[src/rtl/ndn_pkg.sv]
// rtl/ndn_pkg.sv - shared widths, CRC-10 constants, FSM encoding and byte CRC step
package ndn_pkg;

    localparam int PREFIX_W = 64;
    localparam int LEN_W    = 6;
    localparam int HASH_W   = 10;

    localparam logic [HASH_W-1:0] CRC_POLY = 10'h233;
    localparam logic [HASH_W-1:0] CRC_INIT = 10'h3FF;

    typedef enum logic [1:0] {
        ST_IDLE = 2'd0,
        ST_CALC = 2'd1,
        ST_DONE = 2'd2
    } state_e;

    // One byte folded MSB-first: eight serial shift steps unrolled.
    function automatic logic [HASH_W-1:0] crc10_byte(input logic [HASH_W-1:0] crc,
                                                     input logic [7:0]        data);
        logic [HASH_W-1:0] c;
        logic              fb;
        c = crc;
        for (int i = 7; i >= 0; i--) begin
            fb = c[HASH_W-1] ^ data[i];
            c  = {c[HASH_W-2:0], 1'b0};
            if (fb) begin
                c = c ^ CRC_POLY;
            end
        end
        return c;
    endfunction

endpackage

[src/rtl/prefix_mask.sv]
// rtl/prefix_mask.sv - keeps only the first len bits of a prefix (MSB = first name bit)
module prefix_mask
    import ndn_pkg::*;
(
    input  logic [PREFIX_W-1:0] prefix_i,
    input  logic [LEN_W-1:0]    len_i,
    output logic [PREFIX_W-1:0] masked_o
);

    assign masked_o = prefix_i & ~({PREFIX_W{1'b1}} >> len_i);

endmodule

[src/rtl/prefix_hash.sv]
// rtl/prefix_hash.sv - multi-cycle CRC-10 bucket hash of a length-masked name prefix
module prefix_hash
    import ndn_pkg::*;
(
    input  logic                clk,
    input  logic                rst,
    input  logic                in_valid,
    output logic                in_ready,
    input  logic [PREFIX_W-1:0] in_prefix,
    input  logic [LEN_W-1:0]    in_len,
    output logic                out_valid,
    input  logic                out_ready,
    output logic [HASH_W-1:0]   out_hash,
    output logic [LEN_W-1:0]    out_len
);

    state_e              state_q, state_d;
    logic [PREFIX_W-1:0] prefix_q, prefix_d;
    logic [LEN_W-1:0]    len_q, len_d;
    logic [HASH_W-1:0]   crc_q, crc_d;
    logic [2:0]          cnt_q, cnt_d;
    logic [HASH_W-1:0]   hash_q, hash_d;
    logic [LEN_W-1:0]    olen_q, olen_d;
    logic [PREFIX_W-1:0] masked;
    logic [HASH_W-1:0]   crc_step;

    prefix_mask u_mask (
        .prefix_i (in_prefix),
        .len_i    (in_len),
        .masked_o (masked)
    );

    // The working prefix shifts left each CALC cycle, so the next byte is always [63:56].
    assign crc_step = crc10_byte(crc_q, prefix_q[PREFIX_W-1 -: 8]);

    always_ff @(posedge clk or negedge rst) begin
        if (!rst) begin
            state_q  <= ST_IDLE;
            prefix_q <= '0;
            len_q    <= '0;
            crc_q    <= CRC_INIT;
            cnt_q    <= '0;
            hash_q   <= '0;
            olen_q   <= '0;
        end else begin
            state_q  <= state_d;
            prefix_q <= prefix_d;
            len_q    <= len_d;
            crc_q    <= crc_d;
            cnt_q    <= cnt_d;
            hash_q   <= hash_d;
            olen_q   <= olen_d;
        end
    end

    always_comb begin
        state_d  = state_q;
        prefix_d = prefix_q;
        len_d    = len_q;
        crc_d    = crc_q;
        cnt_d    = cnt_q;
        hash_d   = hash_q;
        olen_d   = olen_q;
        case (state_q)
            ST_IDLE: begin
                if (in_valid) begin
                    prefix_d = masked;
                    len_d    = in_len;
                    crc_d    = CRC_INIT;
                    cnt_d    = '0;
                    state_d  = ST_CALC;
                end
            end
            ST_CALC: begin
                crc_d    = crc_step;
                prefix_d = {prefix_q[PREFIX_W-9:0], 8'h00};
                cnt_d    = cnt_q + 3'd1;
                if (cnt_q == 3'd7) begin
                    hash_d  = crc_step ^ {{(HASH_W-LEN_W){1'b0}}, len_q};
                    olen_d  = len_q;
                    state_d = ST_DONE;
                end
            end
            ST_DONE: begin
                if (out_ready) begin
                    state_d = ST_IDLE;
                end
            end
            default: state_d = ST_IDLE;
        endcase
    end

    // Handshake flags decode straight from state so reset drops out_valid asynchronously.
    assign in_ready  = (state_q == ST_IDLE);
    assign out_valid = (state_q == ST_DONE);
    assign out_hash  = hash_q;
    assign out_len   = olen_q;

endmodule

[config.mk]
export PLATFORM = sky130hd
export DESIGN_NAME = prefix_hash
export DESIGN_NICKNAME = d
export VERILOG_FILES = /design/src/rtl/ndn_pkg.sv /design/src/rtl/prefix_mask.sv /design/src/rtl/prefix_hash.sv
export SDC_FILE = /design/constraint.sdc
export NUM_CORES = 1
export LEC_CHECK = 0
export ABC_CLOCK_PERIOD_IN_PS = 4450
export CAP_MARGIN = 15
export CORE_MARGIN = 2
export CORE_UTILIZATION = 50
export DETAILED_ROUTE_END_ITERATION = 16
export GPL_TIMING_DRIVEN = 0
export PLACE_DENSITY = 0.82
export RECOVER_POWER = 25
export SLEW_MARGIN = 15
export SYNTH_ARGS = -nofsm -noshare
export SYNTH_HDL_FRONTEND = slang
export SYNTH_SLANG_ARGS = --single-unit
export TNS_END_PERCENT = 10
[constraint.sdc]
create_clock -name clk -period 4.45 [get_ports clk]
set_input_delay 0.89 -clock clk [delete_from_list [all_inputs] [get_ports clk]]
set_output_delay 0.89 -clock clk [all_outputs]
set_load 0.01 [all_outputs]
==> results.toml, run 1 <==
[synth]
yosysSeqAreaShare_pct = 53.1
netlist.top_cell.by_area = "dfrtp_1"
synth_top_family_by_area = "compound AO/OA/AOI/OAI gates"
share_of_flip_flops_with_an_asynchronous_set_or_reset_after_synthesis_pct = 100
synth_cell_type_count = 46
share_of_the_synthesized_netlist_area_taken_by_xor_and_xnor_gates_pct = 5.65
syn_inst = 476
synth_area_mm2 = 0.00474
synth.most_common_cell = "dfrtp_1"
netlist_top_cells_area = "dfrtp_1, nand2_1, dfstp_2"
compound_gate_fraction_of_synth_area_pct = 24.0
synth-simple-area-share_pct = 11.5
synth_adder_area_share_pct = 0.528
ys_top_cells_by_count = "dfrtp_1, nand2_1, o21ai_0"
synth.area.mux_share_pct = 1.43
synth_warnings = 0
synth_largest_type_area_fraction_pct = 47.6
synth_seq_cells = 100
ys_dominant_reg_cell = "dfrtp_1"
synth_edf_count = 0
synth_nets = 552
syn_area_per_cell_um2 = 9.95

[drt]
post_drt_wl_per_cell_um = 21.0
totalWireLength_mm = 14.5
firstDrtPassIters = 6
dr_total_vias = 4442
viasPerCell = 6.42
post-route-drc-count = 0
drt_iter0_drc = 586
route.antenna.remaining_nets = 0

[timing]
post-route-period-util_pct = 59.4
slew_headroom_pct = 39.4
finalSetupViolCount = 0
timing.clock.skew_ns = 0.0115
fmax_mhz = 378
setup_total_negative_slack_ns = 0
tightest_slew_ns = 0.909
timing.final.hold_violations = 0
finalMaxSlewViolations = 0
grt_setup_unrepaired = "no"
post-route-min-period_ns = 2.64

[floorplan]
start_util_pct = 51.5
die_x_um = 101
io_pins = 92
fp.coreArea_mm2 = 0.00920
design.die.area_mm2 = 0.0103
floorplan.rows = 35
vert_die_dim_um = 101

[cts]
post_cts_buffers = 0
cts_hold_buf = 0
cts_tree = "yes"
cts_made_buffers = 9
worst_setup_hold_path_clk_slew_ns = 0.10
root_buffer = "clkbuf_8"
clock_sink_count = 100
worst_skew_pair.late_latency_ns = 0.37
cts-resized-gates = 0
cts_htree_levels = 3
cts.path.max_buffers = 2

[pwr]
pwr_density_cell_mw_per_mm2 = 694
power_w = 0.00416
p_leak_nw = 2.62
vdd_ir_drop_max_v = 0.000395

[setup_path]
setup.worst_path.start_class = "register"
worst_r2r_path_depth = 6
critPathArrivalTime_ns = 1.75
critical_path_class = "register to output port"
required_time_of_the_critical_path_ns = 3.56
critPathMaxFanout = 9
crit_path_end_kind = "output port"

[global_routing]
grt_pass1_vias = 4316
wire_length_of_the_first_global_routing_pass_mm = 22.4
track_usage_pct = 28.9
largest_net_degree_at_the_start_of_global_routing = 87
overflow = 0
antenna_violations_before_repair = 0

[layout]
area_delta_synth_final_pct = 26.7
final_layout_size_suffix_gt1_share_pct = 7.75
n_antenna_cell = 0
final_nets = 652
filler_cell_count = 772

[min_path]
worst_hold_path_type = "register to register"
hold_path_cell_cnt = 2

[job]
drv_cap = 0

[place]
gp_congestion = 0.973
hpwlAfterDp_mm = 10.3
io_buffers = 88

[status]
run_status = "complete, no violations"
-- sequential cells by signal, summed over array words and instances (netlist names) --
name / count
len_q: 6
crc_q: 10
out_hash: 10
prefix_q: 63
cnt_q: 3
state_q: 2
out_len: 6
-- metal layers --
| metal | part of all wire, % | GRT usage, % | up-vias |
|---|---|---|---|
| li1 | - | - | 1918 |
| met1 | 38 | 38.2 | 2138 |
| met2 | 48 | 46.3 | 327 |
| met3 | 9.5 | 4.83 | 59 |
| met4 | 4.0 | 14.4 | 0 |
| met5 | 0 | 0 | - |
-- metrics by stage --
step	instance area (um2)	hold slack, ns	worst slack, ns	instances	utilization (%)
3_5_place_dp	5780	0.470	1.57	676	62.9
2_1_floorplan	4740	0.439	2.35	476	-
6_report	6000	0.484	1.81	692	65.3
4_1_cts	6010	0.324	1.80	692	65.3
5_1_grt	6000	0.515	1.70	692	65.3
3_3_place_gp	5760	0.451	-1.13	675	62.6
-- layout by cell type, fill, tap and decap left out, drive strengths merged, types with 3 or more instances in the layout --
cell type,n
a32o,5
dfrtp,90
a22oi,34
a31oi,4
a22o,4
nand2,81
a21oi,25
clkdlybuf4s50,87
dfstp,10
xnor2,18
inv,8
a222oi,4
nand3,7
nor3b,3
buf,10
o311ai,3
xor2,9
and3,3
o211ai,14
o21ai,51
or2,3
a221o,12
clkbuf,42
nor2b,5
nor2,15
mux2,6
o22ai,5
-- worst paths after layout --
| check | startpoint | slack (ns) | to |
|---|---|---|---|
| max in group asynchronous | rst | 2.90 | crc_q[4] |
| hold reg to reg | out_hash[7] | 0.48 | out_hash[7] |
| setup / recovery | state_q[1] | 1.81 | out_valid |
| hold / removal | out_hash[7] | 0.48 | out_hash[7] |
| setup reg to reg | state_q[0] | 2.16 | prefix_q[14] |
| min in group asynchronous | rst | 0.61 | out_hash[2] |
-- worst max-delay path, stage by stage, from the launching register on --
cell and delay (ns):
dfrtp_1 0.43, clkinv_1 0.25, nor2_1 0.16, clkdlybuf4s50_1 0.55
-- layout make-up --
class / count / area (um2) / area share [%]
multi-input combinational: 330 / 2040 / 34.0
inverter: 7 / 26.3 / 0.438
timing repair buffer: 89 / 902 / 15.0
buffer: 39 / 153 / 2.54
tap: 111 / 139 / 2.31
clock buffer: 11 / 141 / 2.36
sequential: 100 / 2510 / 41.9
clock inverter: 5 / 82.6 / 1.38
-- report_power, final --
part           switching [W]  internal, W
clock network       0.000321     0.000336
logic                0.00113     0.000883
registers           0.000220      0.00127
-- logic make-up after synthesis --
group	count (synthesis)
compound gates	169
simple gates	125
flops	100
buf+inv	46
xor+xnor	28
mux	6
fa+ha+maj	2
Note: power is estimated with default switching activity, not from simulation.
==> inputs of run 2 (changes only) <==
--- a/config.mk
+++ b/config.mk
@@ -5,13 +5,13 @@
 export SDC_FILE = /design/constraint.sdc
 export NUM_CORES = 1
 export LEC_CHECK = 0
-export ABC_CLOCK_PERIOD_IN_PS = 4450
+export ABC_CLOCK_PERIOD_IN_PS = 2300
 export CAP_MARGIN = 15
 export CORE_MARGIN = 2
-export CORE_UTILIZATION = 50
+export CORE_UTILIZATION = 47
 export DETAILED_ROUTE_END_ITERATION = 16
 export GPL_TIMING_DRIVEN = 0
-export PLACE_DENSITY = 0.82
+export PLACE_DENSITY = 0.81
 export RECOVER_POWER = 25
 export SLEW_MARGIN = 15
 export SYNTH_ARGS = -nofsm -noshare
==> constraint.sdc (replaced) <==
create_clock -name clk -period 2.3 [get_ports clk]
set_input_delay 0.46 -clock clk [delete_from_list [all_inputs] [get_ports clk]]
set_output_delay 0.46 -clock clk [all_outputs]
set_load 0.01 [all_outputs]
==> run 2 against run 1 <==
- setup slack got worse by 1.7 ns
- clock-buffer cell count increased by 2
- final area increased by 0.96%
- wire length up 4.6%
- flip-flop and latch count stayed put
- die area increased by 6.1%
- clock skew shrank 0.0033 ns
==> results.toml, run 2 (synthesized netlist as in run 1, its figures left out) <==
[setup_path]
setup.worst_path.start_class = "register"
crit_path_end_kind = "output port"
cpPeakStageDelay_ns = 0.54
critical_path_class = "register to output port"
critPathArrivalTime_ns = 1.77
timing.critical_path.from = "state_q[1]"
regToRegStartpoint = "state_q[1]"
critical-path-slowest-cell = "clkdlybuf4s50_1"
worst_r2r_path_depth = 5
critPathMaxFanout = 9
sum_of_buffers_and_inverters_on_the_critical_path = 2
worst_path_dominant_cell_family = "buffers and inverters"
cp.depth = 3
required_time_of_the_critical_path_ns = 1.84
crit_chain = "clkinvlp_4, nor2_1, clkdlybuf4s50_1"

[place]
hpwlAfterDp_mm = 10.8
io_buffers = 88
placed_area_mm2 = 0.00581
gp_congestion = 0.932

[timing]
slew_headroom_pct = 45.2
finalSetupViolCount = 0
timing.final.hold_violations = 0
grt_setup_unrepaired = "no"
finalMaxSlewViolations = 0
timing.clock.skew_ns = 0.00824
post-route-period-util_pct = 96.9
tightest_slew_ns = 0.823
post-route-min-period_ns = 2.23
fmax_mhz = 449

[layout]
final_common_cell = "dfrtp_1"
final_nets = 652
largest_register = "prefix_q"
n_antenna_cell = 0
filler_cell_count = 840
layout.cells.most_common_list = "dfrtp_1, clkdlybuf4s50_1, nand2_1"
final_layout_size_suffix_gt1_share_pct = 8.09
final_design_area_no_fill_mm2 = 0.00606
largest_register_ffs = 63
area_delta_synth_final_pct = 27.9
final_util_pct = 62.0

[min_path]
worst_hold_path_type = "input port to register"
worstHoldStart = "in_valid"
hold_path_cell_cnt = 3

[drt]
route.antenna.remaining_nets = 0
viasPerCell = 6.12
dr_total_vias = 4368
drt_iter0_drc = 417
post_drt_wl_per_cell_um = 21.3
top_signal_layer_used = "met4"
wl_met3_mm = 1.44
totalWireLength_mm = 15.2
post-route-drc-count = 0
firstDrtPassIters = 6
wl_met2_mm = 7.37
met1_length_mm = 5.99

[floorplan]
start_util_pct = 48.5
fp.coreArea_mm2 = 0.00977
io_pins = 92
design.die.area_mm2 = 0.0109
vert_die_dim_um = 104
floorplan.rows = 36
die_x_um = 104

[global_routing]
track_usage_pct = 28.4
antenna_violations_before_repair = 0
grt_pass1_vias = 4449
overflow = 0
wire_length_of_the_first_global_routing_pass_mm = 23.8
largest_net_degree_at_the_start_of_global_routing = 72

[cts]
worst_setup_hold_path_clk_slew_ns = 0.09
root_buffer = "clkbuf_8"
worst_skew_pair.late_latency_ns = 0.37
cts.path.max_buffers = 2
cts_made_buffers = 9
cts_htree_levels = 3
clock_sink_count = 100
post_cts_buffers = 0
cts_tree = "yes"

[job]
drv_cap = 0

[status]
run_status = "complete, no violations"

[pwr]
vdd_ir_drop_max_v = 0.000792
pwr_density_cell_mw_per_mm2 = 1340
p_sw_w = 0.00323
p_comb_share_pct = 48.1
clockPowerShare_pct = 16.2
power_w = 0.00811
switching_share_pct = 39.8
p_leak_nw = 2.63
pwr-share-seq_pct = 35.7
internal_power_w = 0.00488
run 2: changes by cell type in the layout (fill, tap and decap cells not counted), sizes merged:
cell,delta
clkbuf,+1
clkinv,-2
clkinvlp,+2
dlygate4sd3,+1
inv,-2
run 2: routing by layer:
layer / global-route usage (%) / vias to the layer above
met2: 46.9 / 257
met3: 6.95 / 42
met4: 9.07 / 0
met5: 0 / -
met1: 36.7 / 2148
li1: - / 1921
run 2: tightest hold or removal path: stages:
cell	delay, ns
buf_2	0.15
o21bai_1	0.13
a21oi_1	0.06
run 2: final cells by class:
type,count,area [um2],share of cell area (%)
Multi-Input combinational cell,330,2050,33.8
Sequential cell,100,2510,41.5
Clock inverter,3,67.6,1.12
Tap cell,133,166,2.75
Buffer,38,149,2.46
Inverter,7,30.0,0.496
Clock buffer,13,169,2.79
Timing Repair Buffer,90,913,15.1
run 2: path summary, 6_finish.rpt:
| kind | endpoint | slack, ns |
|---|---|---|
| worst max register to register | prefix_q[44] | 0.12 |
| worst min register to register | prefix_q[1] | 0.48 |
| worst min-delay path | prefix_q[48] | 0.47 |
| min in group asynchronous | out_hash[2] | 0.71 |
| max in group asynchronous | crc_q[9] | 0.74 |
| worst max-delay path | out_valid | 0.07 |
run 2: per-stage QoR:
step / hold WS, ns / setup TNS, ns / cells / worst slack (ns)
2_1_floorplan: 0.164 / 0 / 476 / 0.517
3_3_place_gp: 0.452 / -277.60 / 697 / -2.89
3_5_place_dp: 0.358 / -1.27 / 698 / -0.169
4_1_cts: 0.450 / 0 / 715 / 0.0682
5_1_grt: 0.474 / 0 / 714 / 0.0184
6_report: 0.468 / 0 / 714 / 0.0706
run 2: power by group through the flow:
stage	Clock (W)	Combinational, W	Sequential [W]
after CTS	0.00132	0.00389	0.00288
after detailed placement	0	0.00387	0.00291
after global routing	0.00139	0.00428	0.00296
final	0.00131	0.00390	0.00290
after floorplan	0	0.00258	0.00284
after global placement	0	0.00376	0.00288
run 2: what timing repair did:
action | 4_1_cts | 5_1_grt
gates resized for setup | 0 | 2
endpoints found under the hold margin | 29 | 0
setup endpoints to repair | 0 | 6
hold buffers | 1 | 0
